$ cat config.mk
export PLATFORM = sky130hd
export DESIGN_NAME = nand_uart_sequencer_flat
export DESIGN_NICKNAME = d
export VERILOG_FILES = /design/src/rtl/nand_uart_sequencer_if.sv /design/src/rtl/nand_uart_sequencer.sv /design/src/flat_wrapper.sv
export SDC_FILE = /design/constraint.sdc
export NUM_CORES = 1
export LEC_CHECK = 0
export ABC_AREA = 1
export BUFFER_PORTS_ARGS = -buffer_cell sky130_fd_sc_hd__buf_2
export CORE_MARGIN = 2
export CORE_UTILIZATION = 40
export DETAILED_ROUTE_END_ITERATION = 6
export HOLD_SLACK_MARGIN = 0.15
export SETUP_SLACK_MARGIN = 0.05
export SLEW_MARGIN = 20
export SYNTH_ARGS = -nofsm -noshare
export SYNTH_HDL_FRONTEND = slang
export SYNTH_SLANG_ARGS = --single-unit
$ cat constraint.sdc
create_clock -name hw_clk -period 2.2 [get_ports hw_clk]
set_clock_uncertainty 0.1 [all_clocks]
set_input_delay 0.33 -clock hw_clk [delete_from_list [all_inputs] [get_ports hw_clk]]
set_output_delay 0.33 -clock hw_clk [all_outputs]
set_load 0.005 [all_outputs]
$ cat src/rtl/nand_uart_sequencer_if.sv
// Bus bundle between the sequencer, the simpleuart register port and nand_master.
// The master modport is the sequencer side. The slave modport is the UART/NAND side.
interface nand_uart_sequencer_if;
  logic [31:0] reg_dat_do;
  logic        reg_dat_wait;
  logic        reg_dat_re;
  logic        reg_dat_we;
  logic [31:0] reg_dat_di;
  logic [7:0]  cmd_in;
  logic        nand_activate;
  logic [7:0]  nand_data_in;
  logic        nand_busy;
  logic [7:0]  nand_data_out;

  modport master (
    input  reg_dat_do, reg_dat_wait, nand_busy, nand_data_out,
    output reg_dat_re, reg_dat_we, reg_dat_di, cmd_in, nand_activate, nand_data_in
  );

  modport slave (
    output reg_dat_do, reg_dat_wait, nand_busy, nand_data_out,
    input  reg_dat_re, reg_dat_we, reg_dat_di, cmd_in, nand_activate, nand_data_in
  );
endinterface

$ cat src/rtl/nand_uart_sequencer.sv
// nand_uart_sequencer: parses framed host commands from the UART and drives nand_master.
// Each command returns a single-byte reply over the UART:
//   'C' x  issue NAND command x                  -> 'K' on completion, 'T' on timeout
//   'W' x  load nand_data_in                      -> 'K'
//   'R' n  n one-byte reads (n = 0 means 256)     -> the read bytes; a timeout sends 'T' and ends the loop
//   'S'    status {6'b0, tmo_flag, busy}           -> then tmo_flag is cleared
//   other                                          -> '?'
// Optional build macro NAND_SEQ_ECHO_EN: echo every consumed rx byte before processing it.
//
// state        | meaning
// S_IDLE       | waiting for an opcode byte
// S_GET_ARG    | waiting for the argument byte of C/W/R
// S_ISSUE      | first cycle: cmd_in setup; second cycle: activate pulse
// S_WAIT_START | waiting up to START_WIN cycles for busy to rise
// S_WAIT_DONE  | waiting for busy to fall; timeout down-counter running
// S_SEND       | tx write held until the UART accepts it
// S_TX_WAIT    | one idle cycle with we=0; then loop the next read or return to idle
// S_ECHO       | echo build only: tx write of the consumed rx byte
// S_ECHO_GAP   | echo build only: we=0 gap, then process the echoed byte
module nand_uart_sequencer #(
  parameter logic [23:0] TIMEOUT_CYC = 24'd1_200_000,
  parameter logic [7:0]  START_WIN   = 8'd8,
  parameter logic [7:0]  READ_CMD    = 8'h0A
) (
  input  logic                          hw_clk,
  input  logic                          resetn,
  nand_uart_sequencer_if.master         bus,
  output logic                          seq_idle
);

  localparam logic [7:0] OP_C  = 8'h43;
  localparam logic [7:0] OP_W  = 8'h57;
  localparam logic [7:0] OP_R  = 8'h52;
  localparam logic [7:0] OP_S  = 8'h53;
  localparam logic [7:0] RPL_K = 8'h4B;
  localparam logic [7:0] RPL_T = 8'h54;
  localparam logic [7:0] RPL_Q = 8'h3F;

  typedef enum logic [3:0] {
    S_IDLE, S_GET_ARG, S_ISSUE, S_WAIT_START, S_WAIT_DONE,
    S_SEND, S_TX_WAIT, S_ECHO, S_ECHO_GAP
  } state_t;

  state_t      state_q, state_d;
  logic [7:0]  op_q, op_d;
  logic [7:0]  cmd_q, cmd_d;
  logic [7:0]  ndata_q, ndata_d;
  logic [7:0]  tx_q, tx_d;
  logic        tmo_q, tmo_d;
  logic [8:0]  cnt_q, cnt_d;
  logic [7:0]  win_q, win_d;
  logic [23:0] tmr_q, tmr_d;
  logic        arm_q, arm_d;

  logic        rx_take;
  logic        re;
  logic        act;
  logic        done;
  logic        proc_go;
  logic        proc_arg;
  logic [7:0]  proc_byte;

  // Rx bytes are not taken while the synchronous reset is asserted.
  assign rx_take = (bus.reg_dat_do != 32'hFFFF_FFFF) && resetn;

`ifdef NAND_SEQ_ECHO_EN
  logic [7:0] echo_q, echo_d;
  logic       argph_q, argph_d;

  assign proc_go   = (state_q == S_ECHO_GAP);
  assign proc_byte = echo_q;
  assign proc_arg  = argph_q;

  // Holds the echoed byte and its position in the frame until the echo has been sent.
  always_ff @(posedge hw_clk) begin
    if (!resetn) begin
      echo_q  <= 8'h00;
      argph_q <= 1'b0;
    end else begin
      echo_q  <= echo_d;
      argph_q <= argph_d;
    end
  end
`else
  assign proc_go   = ((state_q == S_IDLE) || (state_q == S_GET_ARG)) && rx_take;
  assign proc_byte = bus.reg_dat_do[7:0];
  assign proc_arg  = (state_q == S_GET_ARG);
`endif

  // State and datapath registers.
  always_ff @(posedge hw_clk) begin
    if (!resetn) begin
      state_q <= S_IDLE;
      op_q    <= 8'h00;
      cmd_q   <= 8'h00;
      ndata_q <= 8'h00;
      tx_q    <= 8'h00;
      tmo_q   <= 1'b0;
      cnt_q   <= 9'd0;
      win_q   <= 8'd0;
      tmr_q   <= 24'd0;
      arm_q   <= 1'b0;
    end else begin
      state_q <= state_d;
      op_q    <= op_d;
      cmd_q   <= cmd_d;
      ndata_q <= ndata_d;
      tx_q    <= tx_d;
      tmo_q   <= tmo_d;
      cnt_q   <= cnt_d;
      win_q   <= win_d;
      tmr_q   <= tmr_d;
      arm_q   <= arm_d;
    end
  end

  // Next-state logic, rx consume pulse, activate pulse, and command dispatch.
  always_comb begin
    state_d = state_q;
    op_d    = op_q;
    cmd_d   = cmd_q;
    ndata_d = ndata_q;
    tx_d    = tx_q;
    tmo_d   = tmo_q;
    cnt_d   = cnt_q;
    win_d   = win_q;
    tmr_d   = tmr_q;
    arm_d   = arm_q;
    re      = 1'b0;
    act     = 1'b0;
    done    = 1'b0;
`ifdef NAND_SEQ_ECHO_EN
    echo_d  = echo_q;
    argph_d = argph_q;
`endif

    case (state_q)
      S_IDLE, S_GET_ARG: begin
        if (rx_take) begin
          re = 1'b1;
`ifdef NAND_SEQ_ECHO_EN
          echo_d  = bus.reg_dat_do[7:0];
          tx_d    = bus.reg_dat_do[7:0];
          argph_d = (state_q == S_GET_ARG);
          state_d = S_ECHO;
`endif
        end
      end
      S_ISSUE: begin
        // cmd_in was loaded on entry, so one setup cycle precedes the pulse.
        if (!arm_q) begin
          arm_d = 1'b1;
        end else begin
          act     = 1'b1;
          arm_d   = 1'b0;
          win_d   = START_WIN;
          state_d = S_WAIT_START;
        end
      end
      S_WAIT_START: begin
        if (bus.nand_busy) begin
          tmr_d   = TIMEOUT_CYC;
          state_d = S_WAIT_DONE;
        end else if (win_q <= 8'd1) begin
          done = 1'b1;
        end else begin
          win_d = win_q - 8'd1;
        end
      end
      S_WAIT_DONE: begin
        if (!bus.nand_busy) begin
          done = 1'b1;
        end else if (tmr_q <= 24'd1) begin
          // Abort: flag the timeout and end any read loop. nand_master is left running.
          tmo_d   = 1'b1;
          tx_d    = RPL_T;
          cnt_d   = 9'd0;
          state_d = S_SEND;
        end else begin
          tmr_d = tmr_q - 24'd1;
        end
      end
      S_SEND: begin
        if (!bus.reg_dat_wait) state_d = S_TX_WAIT;
      end
      S_TX_WAIT: begin
        if ((op_q == OP_R) && (cnt_q > 9'd1)) begin
          cnt_d   = cnt_q - 9'd1;
          state_d = S_ISSUE;
        end else begin
          state_d = S_IDLE;
        end
      end
      S_ECHO: begin
        if (!bus.reg_dat_wait) state_d = S_ECHO_GAP;
      end
      S_ECHO_GAP: state_d = S_IDLE;
      default:    state_d = S_IDLE;
    endcase

    // An operation completed: reply with the read byte or 'K'.
    if (done) begin
      tx_d    = (op_q == OP_R) ? bus.nand_data_out : RPL_K;
      state_d = S_SEND;
    end

    // A received byte is processed as an opcode or as an argument.
    if (proc_go) begin
      if (!proc_arg) begin
        op_d = proc_byte;
        case (proc_byte)
          OP_C, OP_W, OP_R: state_d = S_GET_ARG;
          OP_S: begin
            tx_d    = {6'b0, tmo_q, bus.nand_busy};
            tmo_d   = 1'b0;
            state_d = S_SEND;
          end
          default: begin
            tx_d    = RPL_Q;
            state_d = S_SEND;
          end
        endcase
      end else begin
        case (op_q)
          OP_C: begin
            cmd_d   = proc_byte;
            arm_d   = 1'b0;
            state_d = S_ISSUE;
          end
          OP_W: begin
            ndata_d = proc_byte;
            tx_d    = RPL_K;
            state_d = S_SEND;
          end
          default: begin
            cnt_d   = (proc_byte == 8'h00) ? 9'd256 : {1'b0, proc_byte};
            cmd_d   = READ_CMD;
            arm_d   = 1'b0;
            state_d = S_ISSUE;
          end
        endcase
      end
    end
  end

  assign bus.reg_dat_re    = re;
  assign bus.reg_dat_we    = (state_q == S_SEND) || (state_q == S_ECHO);
  assign bus.reg_dat_di    = {24'h000000, tx_q};
  assign bus.cmd_in        = cmd_q;
  assign bus.nand_activate = act;
  assign bus.nand_data_in  = ndata_q;
  assign seq_idle          = (state_q == S_IDLE);

endmodule

$ cat src/flat_wrapper.sv
// flat-port wrapper written by rule: the top's interface ports become plain ports
module nand_uart_sequencer_flat 
#(
  parameter logic [23:0] TIMEOUT_CYC = 24'd1_200_000,
  parameter logic [7:0]  START_WIN   = 8'd8,
  parameter logic [7:0]  READ_CMD    = 8'h0A
)
  (hw_clk, resetn, seq_idle, bus_reg_dat_do, bus_reg_dat_wait, bus_nand_busy, bus_nand_data_out, bus_reg_dat_re, bus_reg_dat_we, bus_reg_dat_di, bus_cmd_in, bus_nand_activate, bus_nand_data_in);
  nand_uart_sequencer_if bus_i ();
  input  logic hw_clk;
  input  logic resetn;
  output logic seq_idle;
  input wire logic [$bits(bus_i.reg_dat_do)-1:0] bus_reg_dat_do;
  input wire logic [$bits(bus_i.reg_dat_wait)-1:0] bus_reg_dat_wait;
  input wire logic [$bits(bus_i.nand_busy)-1:0] bus_nand_busy;
  input wire logic [$bits(bus_i.nand_data_out)-1:0] bus_nand_data_out;
  output wire logic [$bits(bus_i.reg_dat_re)-1:0] bus_reg_dat_re;
  output wire logic [$bits(bus_i.reg_dat_we)-1:0] bus_reg_dat_we;
  output wire logic [$bits(bus_i.reg_dat_di)-1:0] bus_reg_dat_di;
  output wire logic [$bits(bus_i.cmd_in)-1:0] bus_cmd_in;
  output wire logic [$bits(bus_i.nand_activate)-1:0] bus_nand_activate;
  output wire logic [$bits(bus_i.nand_data_in)-1:0] bus_nand_data_in;
  assign bus_i.reg_dat_do = bus_reg_dat_do;
  assign bus_i.reg_dat_wait = bus_reg_dat_wait;
  assign bus_i.nand_busy = bus_nand_busy;
  assign bus_i.nand_data_out = bus_nand_data_out;
  assign bus_reg_dat_re = bus_i.reg_dat_re;
  assign bus_reg_dat_we = bus_i.reg_dat_we;
  assign bus_reg_dat_di = bus_i.reg_dat_di;
  assign bus_cmd_in = bus_i.cmd_in;
  assign bus_nand_activate = bus_i.nand_activate;
  assign bus_nand_data_in = bus_i.nand_data_in;
  nand_uart_sequencer #(.TIMEOUT_CYC(TIMEOUT_CYC), .START_WIN(START_WIN), .READ_CMD(READ_CMD)) u_core (.hw_clk(hw_clk), .resetn(resetn), .bus(bus_i), .seq_idle(seq_idle));
endmodule
==> out/qor.csv <==
stage,metric,value,unit
drt,Post-route DRC,0,
cells_and_area,Layout fillers,1341,
floorplan,die extent in y,117,um
floorplan,initial core utilization,0.409,
cells_and_area,diode count,0,
drt,routed wl met3,525,um
run_status,status,finished clean,
power,Pwr Density,1260,nW/um^2
sta,FMAX,485,MHz
setup_path,WP data arrival,1630,ps
drt,Routed Antenna Nets,0,
synthesis,Synth Cell Area,5140,sq um
synthesis,"FFs w/ async S/R, synth",0,
floorplan,Row Count,41,
synthesis,Synth Instances,813,
drt,routed wl met2,6.14,mm
min_path,Hold Path Class,primary input to register,
placement,number of buffers added on ports,71,
clock_network,total CTS buffers,9,
run,Max Cap Violations,0,
drt,total iterations of the first detailed-routing run,7,
synthesis,Synth Register Bits,79,
setup_path,kind of critical path,register to primary output,
grt,number of global-route vias before repair,4700,
synthesis,"Seq/Total Area, Yosys",0.307,
drt,wire length per cell,12.6,um
setup_path,Worst setup SP type,register,
floorplan,num ports,96,
grt,Overflow after GRT,0,
synthesis,Synth Flop Type,dfxtp_1,
sta,Hold WS,161,ps
sta,min cycle time layout,2060,ps
clock_network,post-CTS setup buffers,0,
power,maximum vdd drop,0.447,mV
clock_network,Clock Latency Late Sink,350,ps
power,Lkg Pwr,2.88,nW
placement,GP Congestion,0.872,
synthesis,"Avg Cell Area, Syn",6.33,sq um
setup_path,"Max FO, Critical Path",5,
sta,Final Hold Fails,0,
drt,uppermost layer routed,met4,
synthesis,Post-synth EDFFs,0,
floorplan,Die X,117,um
placement,hpwl dp,10.3,mm
setup_path,WP data required,1770,ps
cells_and_area,cell area after layout,6010,sq um
cells_and_area,Layout area overhead,16.8,%
clock_network,H-tree levels,3,
clock_network,clock transition at the registers of the reported paths,60,ps
sta,Final period util,0.938,
drt,Met1 Wirelength,6.67,mm
drt,via count,5109,
drt,drt via density,4.78,
grt,first-pass GRT wire length,22.8,mm
synthesis,Yosys cell types,41,
synthesis,synth warn,0,
setup_path,crit path capture type,primary output,
grt,largest net degree at the start of global routing,26,
clock_network,Max Buffers Root-to-Sink,2,
sta,Final Setup Violations,0,
grt,GRT Overall Usage,0.202,
sta,RSZ-0062 raised after global routing,true,
cells_and_area,layout cells sized above 1,0.179,
cells_and_area,layout net count,944,
clock_network,clock sinks,79,
cells_and_area,area of the multi-input gates,3030,sq um
sta,max-slew violation count,0,
drt,DRT iter0 DRCs,240,
clock_network,CTS root buf,clkbuf_16,
grt,initial antenna violation count,0,
sta,setup TNS,0,ps
drt,Detailed Route WL,13.5,mm
floorplan,die area,13800,sq um
power,Final Total Pwr,7.58,mW
clock_network,CTS tree,yes,
floorplan,standard cell core area,12600,sq um
cells_and_area,register area,1580,sq um
placement,Post-DP Area,5630,sq um
[cell usage in the layout (no fill, tap or decap), types with 7 or more instances in the layout]
cell / netlist / routed
a21oi_1: 50 / 50
nor2_1: 138 / 138
clkbuf_16: 0 / 9
nor3_1: 16 / 16
dfxtp_1: 79 / 78
conb_1: 1 / 24
inv_1: 75 / 75
buf_4: 31 / 17
inv_2: 12 / 10
o21ai_0: 30 / 30
nand4_1: 15 / 15
ha_1: 8 / 7
buf_2: 3 / 71
nand3_1: 81 / 80
nand2_1: 189 / 189
nand3_2: 6 / 7
o21ai_1: 9 / 9
nand2_2: 8 / 8
[worst max-delay path, cell delays in order, from the launching register on]
cell and delay (ps):
dfxtp_1 350, nor2_4 170, nand2_1 120, nor2_1 260
ha_1 260, buf_2 130
[stage by stage]
stage          setup WS, ps  utilization  instances
2_1_floorplan           412            -        836
5_1_grt                18.2        0.478       1068
6_report                137        0.478       1068
4_1_cts                 117        0.475       1068
3_3_place_gp            187        0.448       1052
3_5_place_dp            150        0.448       1052
[layer usage]
| metal | vias up | GRT usage |
|---|---|---|
| met5 | - | 0 |
| met4 | 0 | 0.0580 |
| met3 | 12 | 0.0360 |
| met2 | 98 | 0.329 |
| met1 | 2277 | 0.273 |
| li1 | 2722 | - |
[worst paths after layout]
| path | start | end | slack (ps) | cells past startpoint |
|---|---|---|---|---|
| max | u_core.state_q[2] | bus_nand_activate | 140 | 5 |
| min reg2reg | u_core.op_q[6] | u_core.op_q[6] | 350 | 2 |
| min | bus_reg_dat_do[7] | u_core.op_q[7] | 160 | 3 |
| max reg2reg | u_core.state_q[3] | u_core.tx_q[6] | 210 | 10 |
[cells by family (layout without fill, tap and decap cells)]
kind of cell	after synthesis	after routing	share of synthesized area
simple gates	477	477	0.420
buf+inv	134	194	0.126
compound gates	107	107	0.115
flops	79	79	0.307
fa+ha+maj	8	8	0.0195
xor+xnor	7	7	0.0119
other cells	1	24	0.000729
[what timing repair did]
item                       in CTS  in global routing
resized for setup               0                 10
hold endpoints to repair        1                  0
hold buffers                    1                  0
setup endpoints to repair       0                 35
[registers in the layout (all words and copies together), names as in the netlist, 4 cells and up]
register                 flops
u_core.bus.cmd_in            8
u_core.bus.nand_data_in      8
u_core.cnt_q                 9
u_core.op_q                  8
u_core.state_q               4
u_core.tmr_q                24
u_core.tx_q                  8
u_core.win_q                 8
[synthesized netlist by cell type (3+ instances only)]
| library cell | n | area, sq um |
|---|---|---|
| a21oi_1 | 50 | 250 |
| a21oi_2 | 4 | 35.0 |
| buf_2 | 3 | 15.0 |
| buf_4 | 31 | 233 |
| buf_6 | 3 | 33.8 |
| clkbuf_1 | 7 | 26.3 |
| dfxtp_1 | 79 | 1580 |
| ha_1 | 8 | 100 |
| inv_1 | 75 | 282 |
| inv_2 | 12 | 45.0 |
| nand2_1 | 189 | 709 |
| nand2_2 | 8 | 50.1 |
| nand2_4 | 4 | 45.0 |
| nand3_1 | 81 | 405 |
| nand3_2 | 6 | 60.1 |
| nand4_1 | 15 | 93.8 |
| nor2_1 | 138 | 518 |
| nor2_2 | 3 | 18.8 |
| nor2_4 | 4 | 45.0 |
| nor3_1 | 16 | 80.1 |
| o21ai_0 | 30 | 150 |
| o21ai_1 | 9 | 45.0 |
| o21bai_1 | 3 | 22.5 |
| o31ai_1 | 4 | 30.0 |
| or2_2 | 5 | 31.3 |
| xor2_1 | 5 | 43.8 |
[area by class of cell]
class                      count  area share
clock buffer                   9      0.0375
clock inverter                 6      0.0183
inverter                      89      0.0566
multi-input combinational    623       0.504
sequential                    79       0.263
tap                          172      0.0358
timing repair buffer          90      0.0839
[power by group]
| part | internal, mW | switching (mW) | leakage [nW] |
|---|---|---|---|
| Sequential | 1.69 | 0.247 | 0.643 |
| Clock | 1.10 | 0.635 | 0.158 |
| Combinational | 1.37 | 2.53 | 2.08 |
Power figures use the tool's default switching activity.
